===== config.mk =====
export PLATFORM = sky130hd
export DESIGN_NAME = execute_stage
export DESIGN_NICKNAME = d
export VERILOG_FILES = /design/src/rtl/y86_pkg.sv /design/src/rtl/y86_alu.sv /design/src/rtl/execute_stage.sv
export SDC_FILE = /design/constraint.sdc
export NUM_CORES = 1
export LEC_CHECK = 0
export CORE_UTILIZATION = 40
export DETAILED_ROUTE_END_ITERATION = 12
export PLACE_DENSITY = 0.75
export SYNTH_ARGS = -nofsm -noshare
export SYNTH_HDL_FRONTEND = slang
export SYNTH_SLANG_ARGS = --single-unit
export TNS_END_PERCENT = 30

===== constraint.sdc =====
create_clock -name clk -period 22.9 [get_ports clk]
set_clock_uncertainty 0.15 [all_clocks]
set_input_delay 4.58 -clock clk [delete_from_list [all_inputs] [get_ports clk]]
set_output_delay 4.58 -clock clk [all_outputs]
set_load 0.005 [all_outputs]

===== src/rtl/y86_pkg.sv =====
// Y86-64 shared constants: widths, instruction codes, status codes, ALU and condition functions.
package y86_pkg;

  localparam int unsigned WORD_W = 64;
  localparam int unsigned REG_W  = 4;
  localparam logic [REG_W-1:0] RNONE = 4'hF;

  localparam logic [3:0] I_HALT   = 4'h0;
  localparam logic [3:0] I_NOP    = 4'h1;
  localparam logic [3:0] I_RRMOVQ = 4'h2;
  localparam logic [3:0] I_IRMOVQ = 4'h3;
  localparam logic [3:0] I_RMMOVQ = 4'h4;
  localparam logic [3:0] I_MRMOVQ = 4'h5;
  localparam logic [3:0] I_OPQ    = 4'h6;
  localparam logic [3:0] I_JXX    = 4'h7;
  localparam logic [3:0] I_CALL   = 4'h8;
  localparam logic [3:0] I_RET    = 4'h9;
  localparam logic [3:0] I_PUSHQ  = 4'hA;
  localparam logic [3:0] I_POPQ   = 4'hB;

  localparam logic [3:0] AOK = 4'h1;
  localparam logic [3:0] HLT = 4'h2;
  localparam logic [3:0] ADR = 4'h3;
  localparam logic [3:0] INS = 4'h4;

  localparam logic [3:0] ALU_ADD = 4'h0;
  localparam logic [3:0] ALU_SUB = 4'h1;
  localparam logic [3:0] ALU_AND = 4'h2;
  localparam logic [3:0] ALU_XOR = 4'h3;

  localparam logic [3:0] C_YES = 4'h0;
  localparam logic [3:0] C_LE  = 4'h1;
  localparam logic [3:0] C_L   = 4'h2;
  localparam logic [3:0] C_E   = 4'h3;
  localparam logic [3:0] C_NE  = 4'h4;
  localparam logic [3:0] C_GE  = 4'h5;
  localparam logic [3:0] C_G   = 4'h6;

  function automatic logic is_exc(input logic [3:0] stat);
    return (stat == HLT) || (stat == ADR) || (stat == INS);
  endfunction

  function automatic logic cond_eval(input logic [3:0] ifun, input logic zf, input logic sf,
                                     input logic of);
    case (ifun)
      C_YES:   return 1'b1;
      C_LE:    return (sf ^ of) | zf;
      C_L:     return sf ^ of;
      C_E:     return zf;
      C_NE:    return ~zf;
      C_GE:    return ~(sf ^ of);
      C_G:     return ~(sf ^ of) & ~zf;
      default: return 1'b0;
    endcase
  endfunction

endpackage


===== src/rtl/y86_alu.sv =====
// Combinational Y86-64 ALU: B+A, B-A, A&B, A^B with zero/sign/overflow flags.
module y86_alu
  import y86_pkg::*;
(
  input  logic [WORD_W-1:0] i_alu_a,
  input  logic [WORD_W-1:0] i_alu_b,
  input  logic [3:0]        i_alufun,
  output logic [WORD_W-1:0] o_result,
  output logic              o_zf,
  output logic              o_sf,
  output logic              o_of
);

  localparam int unsigned MSB = WORD_W - 1;

  logic [WORD_W-1:0] w_res;
  logic              w_of;

  always_comb begin
    w_res = '0;
    w_of  = 1'b0;
    case (i_alufun)
      ALU_ADD: begin
        w_res = i_alu_b + i_alu_a;
        w_of  = (i_alu_a[MSB] == i_alu_b[MSB]) && (w_res[MSB] != i_alu_a[MSB]);
      end
      ALU_SUB: begin
        w_res = i_alu_b - i_alu_a;
        w_of  = (i_alu_b[MSB] != i_alu_a[MSB]) && (w_res[MSB] != i_alu_b[MSB]);
      end
      ALU_AND: w_res = i_alu_a & i_alu_b;
      ALU_XOR: w_res = i_alu_a ^ i_alu_b;
      default: ;
    endcase
  end

  assign o_result = w_res;
  assign o_zf     = (w_res == '0);
  assign o_sf     = w_res[MSB];
  assign o_of     = w_of;

endmodule


===== src/rtl/execute_stage.sv =====
// Y86-64 execute stage: E pipeline register, ALU, condition codes and cmov destination override.
// Define EXEC_PERF_CNT_EN to build the bubble and CC-write performance counters.
module execute_stage
  import y86_pkg::*;
(
  input  logic              clk,
  input  logic              rst,
  input  logic [3:0]        d_stat,
  input  logic [3:0]        d_icode,
  input  logic [3:0]        d_ifun,
  input  logic [WORD_W-1:0] d_valC,
  input  logic [WORD_W-1:0] d_valA,
  input  logic [WORD_W-1:0] d_valB,
  input  logic [REG_W-1:0]  d_dstE,
  input  logic [REG_W-1:0]  d_dstM,
  input  logic [REG_W-1:0]  d_srcA,
  input  logic [REG_W-1:0]  d_srcB,
  input  logic              E_stall,
  input  logic              E_bubble,
  input  logic [3:0]        m_stat,
  input  logic [3:0]        W_stat,
  output logic [3:0]        E_icode,
  output logic [3:0]        E_ifun,
  output logic [3:0]        E_stat,
  output logic [WORD_W-1:0] E_valA,
  output logic [REG_W-1:0]  E_dstM,
  output logic [REG_W-1:0]  E_srcA,
  output logic [REG_W-1:0]  E_srcB,
  output logic [WORD_W-1:0] e_valE,
  output logic [REG_W-1:0]  e_dstE,
  output logic              e_Cnd,
  output logic              cc_zf,
  output logic              cc_sf,
  output logic              cc_of,
  output logic [31:0]       perf_bubbles,
  output logic [31:0]       perf_ccwr
);

  logic [3:0]        r_icode, r_ifun, r_stat;
  logic [WORD_W-1:0] r_valC, r_valA, r_valB;
  logic [REG_W-1:0]  r_dstE, r_dstM, r_srcA, r_srcB;
  logic              r_zf, r_sf, r_of;

  always_ff @(posedge clk or posedge rst) begin
    if (rst) begin
      r_icode <= I_NOP;
      r_ifun  <= 4'h0;
      r_stat  <= AOK;
      r_valC  <= '0;
      r_valA  <= '0;
      r_valB  <= '0;
      r_dstE  <= RNONE;
      r_dstM  <= RNONE;
      r_srcA  <= RNONE;
      r_srcB  <= RNONE;
    end else if (E_stall) begin
      // Hold; stall outranks bubble.
    end else if (E_bubble) begin
      r_icode <= I_NOP;
      r_ifun  <= 4'h0;
      r_stat  <= AOK;
      r_valC  <= '0;
      r_valA  <= '0;
      r_valB  <= '0;
      r_dstE  <= RNONE;
      r_dstM  <= RNONE;
      r_srcA  <= RNONE;
      r_srcB  <= RNONE;
    end else begin
      r_icode <= d_icode;
      r_ifun  <= d_ifun;
      r_stat  <= d_stat;
      r_valC  <= d_valC;
      r_valA  <= d_valA;
      r_valB  <= d_valB;
      r_dstE  <= d_dstE;
      r_dstM  <= d_dstM;
      r_srcA  <= d_srcA;
      r_srcB  <= d_srcB;
    end
  end

  logic [WORD_W-1:0] w_alu_a, w_alu_b, w_alu_res;
  logic [3:0]        w_alufun;
  logic              w_alu_zf, w_alu_sf, w_alu_of;
  logic              w_set_cc, w_cnd;

  always_comb begin
    w_alu_a = '0;
    w_alu_b = '0;
    case (r_icode)
      I_RRMOVQ, I_OPQ:           w_alu_a = r_valA;
      I_IRMOVQ, I_RMMOVQ, I_MRMOVQ: w_alu_a = r_valC;
      I_CALL, I_PUSHQ:           w_alu_a = {{(WORD_W-4){1'b1}}, 4'b1000};
      I_RET, I_POPQ:             w_alu_a = WORD_W'(8);
      default: ;
    endcase
    case (r_icode)
      I_RMMOVQ, I_MRMOVQ, I_OPQ, I_CALL, I_RET, I_PUSHQ, I_POPQ: w_alu_b = r_valB;
      default: ;
    endcase
  end

  assign w_alufun = (r_icode == I_OPQ) ? r_ifun : ALU_ADD;

  y86_alu u_alu (
    .i_alu_a  (w_alu_a),
    .i_alu_b  (w_alu_b),
    .i_alufun (w_alufun),
    .o_result (w_alu_res),
    .o_zf     (w_alu_zf),
    .o_sf     (w_alu_sf),
    .o_of     (w_alu_of)
  );

  // Undefined OPq functions never touch the CC.
  assign w_set_cc = (r_icode == I_OPQ) && (r_ifun <= ALU_XOR) && (r_stat == AOK) &&
                    !is_exc(m_stat) && !is_exc(W_stat);

  always_ff @(posedge clk or posedge rst) begin
    if (rst) begin
      r_zf <= 1'b1;
      r_sf <= 1'b0;
      r_of <= 1'b0;
    end else if (w_set_cc) begin
      r_zf <= w_alu_zf;
      r_sf <= w_alu_sf;
      r_of <= w_alu_of;
    end
  end

  assign w_cnd = cond_eval(r_ifun, r_zf, r_sf, r_of);

  assign E_icode = r_icode;
  assign E_ifun  = r_ifun;
  assign E_stat  = r_stat;
  assign E_valA  = r_valA;
  assign E_dstM  = r_dstM;
  assign E_srcA  = r_srcA;
  assign E_srcB  = r_srcB;
  assign e_valE  = w_alu_res;
  assign e_Cnd   = w_cnd;
  assign e_dstE  = ((r_icode == I_RRMOVQ) && !w_cnd) ? RNONE : r_dstE;
  assign cc_zf   = r_zf;
  assign cc_sf   = r_sf;
  assign cc_of   = r_of;

`ifdef EXEC_PERF_CNT_EN
  logic [31:0] r_perf_bubbles, r_perf_ccwr;

  always_ff @(posedge clk or posedge rst) begin
    if (rst) begin
      r_perf_bubbles <= '0;
      r_perf_ccwr    <= '0;
    end else begin
      if (E_bubble && !E_stall) r_perf_bubbles <= r_perf_bubbles + 32'd1;
      if (w_set_cc)             r_perf_ccwr    <= r_perf_ccwr + 32'd1;
    end
  end

  assign perf_bubbles = r_perf_bubbles;
  assign perf_ccwr    = r_perf_ccwr;
`else
  assign perf_bubbles = '0;
  assign perf_ccwr    = '0;
`endif

endmodule


==> metrics <==
status completed; Mapped Cells approximately 2600; Tcrit/Tclk final a little over half; Buffers on Ports a little under 400; register share of total power approximately 29%; Resize count post-CTS 0; # rows slightly above 80; I/O pin count around 460; CP delay by family, top compound AO/OA/AOI/OAI gates; dpl hpwl between 70000 and 80000 microns; fin nets between 3000 and 4000; DR iter-0 viols roughly 3300; Finished Cell Area about 26000 sq um; worst vdd ir roughly 54 uV; final hold viol count 0; initial antenna violation count 4; Worst Setup Slack, final ~11 ns; Die ar. around 53000 sq um; worst path bufs/invs 1; worst skew pair latency 0.55 ns; Sw Ratio 40.47%; DRC 0; GPL Wtd Cong between 1 and 1.5; setup tns final 0 ns; Comb power frac 45.2%; clock buffer depth 3; CP max FO 24; Req. time, crit path roughly 18 ns; Clock power frac roughly a quarter; DRT Wirelength between 100000 and 150000 microns; Critical R2R Launch E_icode[0]; worst relative slew slack under 10%; startpoint types register; FF+latch count, synth roughly 220; slowest stage delay, CP ~0.84 ns; Area after DPL about 25000 sq um; Critical Path Sink e_valE[57]; CTS tree built; Synth Cell Area between 20000 and 25000 sq um; Post-CTS Setup Repair Bufs 0; power density over the cells slightly above 60 nW/um^2; Slowest cell on crit path a221oi_1; Synth Area per Inst 7.981 sq um; switching power between 0.6 and 0.7 mW; die width roughly 230 microns; Max-cap violations 0; Int Pwr roughly 0.94 mW; sequential fraction of the synthesis area 26.96%; worst hold path class register to register; first-pass GRT wire length around 150000 microns; Tot Pwr approximately 1.6 mW; RSZ-0062 raised after global routing false; Setup Viol. Count Final 0; via count 23480; FF-to-FF path depth 19; Reg2Reg Setup Slack 14.67 ns; Global Route Usage Sum about 37%; clk sinks about 220; grt total ovfl 0; layout cells sized above 1 under 10%; Reg clk slew, reported paths 0.07 ns; Finished Core Util about half; largest net degree at the start of global routing ~140; Layout area overhead 23.91%; worst setup path class register to output port; critical path depth in cells 17; initial core utilization between 40% and 50%; H-tree Lvls 1; crit path DAT ~7.4 ns; ys flop type dfrtp_1; Worst Setup Slack post-DPL about 12 ns; worst slew pin tran around 1.4 ns; fin. max-slew vios 0; EDFF count, synth 0; crit path time final ~12 ns; dominant cells by area after synthesis dfrtp_1 25%, a22o_1 8.6%, ha_1 8.0%, a21oi_1 5.3%, nand2_1 3.8%; Warnings, synthesis 0; Core Footprint around 50000 sq um; Avg Vias per Cell 6.571; routed len/inst between 20 and 30 microns; cts hold-fix bufs 0; Worst setup EP type output port; CTS Buf Count 23; count of cell types in the netlist approximately 100; post-synth top area share between 20% and 30%; crit path from E_icode[1]; vias in the first global route between 20000 and 25000; Die H between 200 and 250 microns; Detail Route Antenna Nets 0; crit-path cells nand2_1 > nor2_1 > a21oi_1 > nor2_4 > a221oi_1 > ha_1 > a21oi_1 > o21ai_0 > a221oi_1 > a2111oi_1 > o21ai_1 > o211ai_1 > a221o_1 > nor4_1 > a311oi_1 > o22ai_1 > clkdlybuf4s50_1; DR pass1 iterations 8; Leakage between 10 and 15 nW; top cell type by total area after synthesis dfrtp_1; Clk Tree Root Cell clkbuf_16; Critical R2R Capture cc_zf; f_max a little over 0.08 GHz; Async SR Flop Fraction 100.0%
power by group through the flow:
stage	Combinational [mW]	Clock, mW	Sequential [mW]
finish	0.714	0.410	0.456
detailed placement	0.685	0	0.462
global placement	0.685	0	0.461
global route	0.752	0.429	0.459
floorplan	0.405	0	0.451
CTS	0.689	0.414	0.455
cell usage after synthesis, drive strengths merged (44+ instances only):
master and n:
nand2 214, a221oi 72, nand3 61, nor4 47, o31ai 44, dfrtp 204
nor2b 92, inv 141, a22o 205, buf 108, nand4 50, clkbuf 144
ha 133, a21oi 223, nor2 177, o21ai 135
sequential cells by signal, summed over array words and instances, names as in the netlist:
name     count
E_srcA       4
r_valB      64
E_icode      4
E_valA      64
E_ifun       4
r_dstE       4
cc_zf        1
cc_sf        1
r_valC      64
E_srcB       4
E_dstM       4
cc_of        1
E_stat       4
worst min path at each step:
stage	endpoint	slack (ns)	start	cells past startpoint
final	E_srcB[2]	0.34	E_srcB[2]	2
after floorplan	r_dstE[0]	0.31	r_dstE[0]	2
after detailed placement	r_dstE[3]	0.33	r_dstE[3]	2
after CTS	E_srcA[2]	0.34	E_srcA[2]	2
after global routing	E_srcA[1]	0.35	E_srcA[1]	2
after global placement	E_dstM[2]	0.33	E_dstM[2]	2
cell families after synthesis:
kind of cell | count (synthesis) | synth area share (%)
compound gates | 1002 | 34.77
simple gates | 800 | 19.26
buf+inv | 394 | 8.504
fa+ha+maj | 136 | 8.245
xor+xnor | 26 | 1.095
other cells | 1 | 0.01804
flops | 223 | 26.96
mux | 23 | 1.143
stage by stage:
stage | std cells | hold WS, ns
6_report | 3573 | 0.3429
5_1_grt | 3572 | 0.3513
4_1_cts | 3568 | 0.3441
3_5_place_dp | 3526 | 0.3343
3_3_place_gp | 3526 | 0.3256
2_1_floorplan | 2668 | 0.3130
layout make-up:
| type | instances | area (sq um) |
|---|---|---|
| Multi-Input combinational cell | 2051 | 13730 |
| Tap cell | 680 | 850.8 |
| Clock buffer | 32 | 649.4 |
| Clock inverter | 10 | 167.7 |
| Inverter | 142 | 540.5 |
| Sequential cell | 223 | 5604 |
| Timing Repair Buffer | 430 | 4208 |
| Fill cell | 4935 | 25540 |
| Antenna cell | 5 | 12.51 |
cell usage in the layout (no fill, tap or decap), drive strengths merged, types with 40 or more instances in the layout:
cell type and instances:
nand4 50, nor2 177, dfrtp 204, a221oi 72
conb 64, nor4 47, inv 142, nor3 42
buf 40, clkdlybuf4s50 390, nand3 61, o31ai 44
a21oi 223, nand2 214, a22o 205, nor2b 92
o21ai 135, ha 133
metal layers:
layer,wire [microns],global-route usage [%]
met1,44130,54.05
met2,41300,51.45
met3,12590,9.970
met4,3483,12.17
met5,0,0
worst min-delay path, stage by stage, from the launching register on:
cell and delay [ns]:
dfstp_2 0.37, nand2_1 0.05, o21ai_0 0.07
No activity file was read; power rests on OpenSTA's default activity.
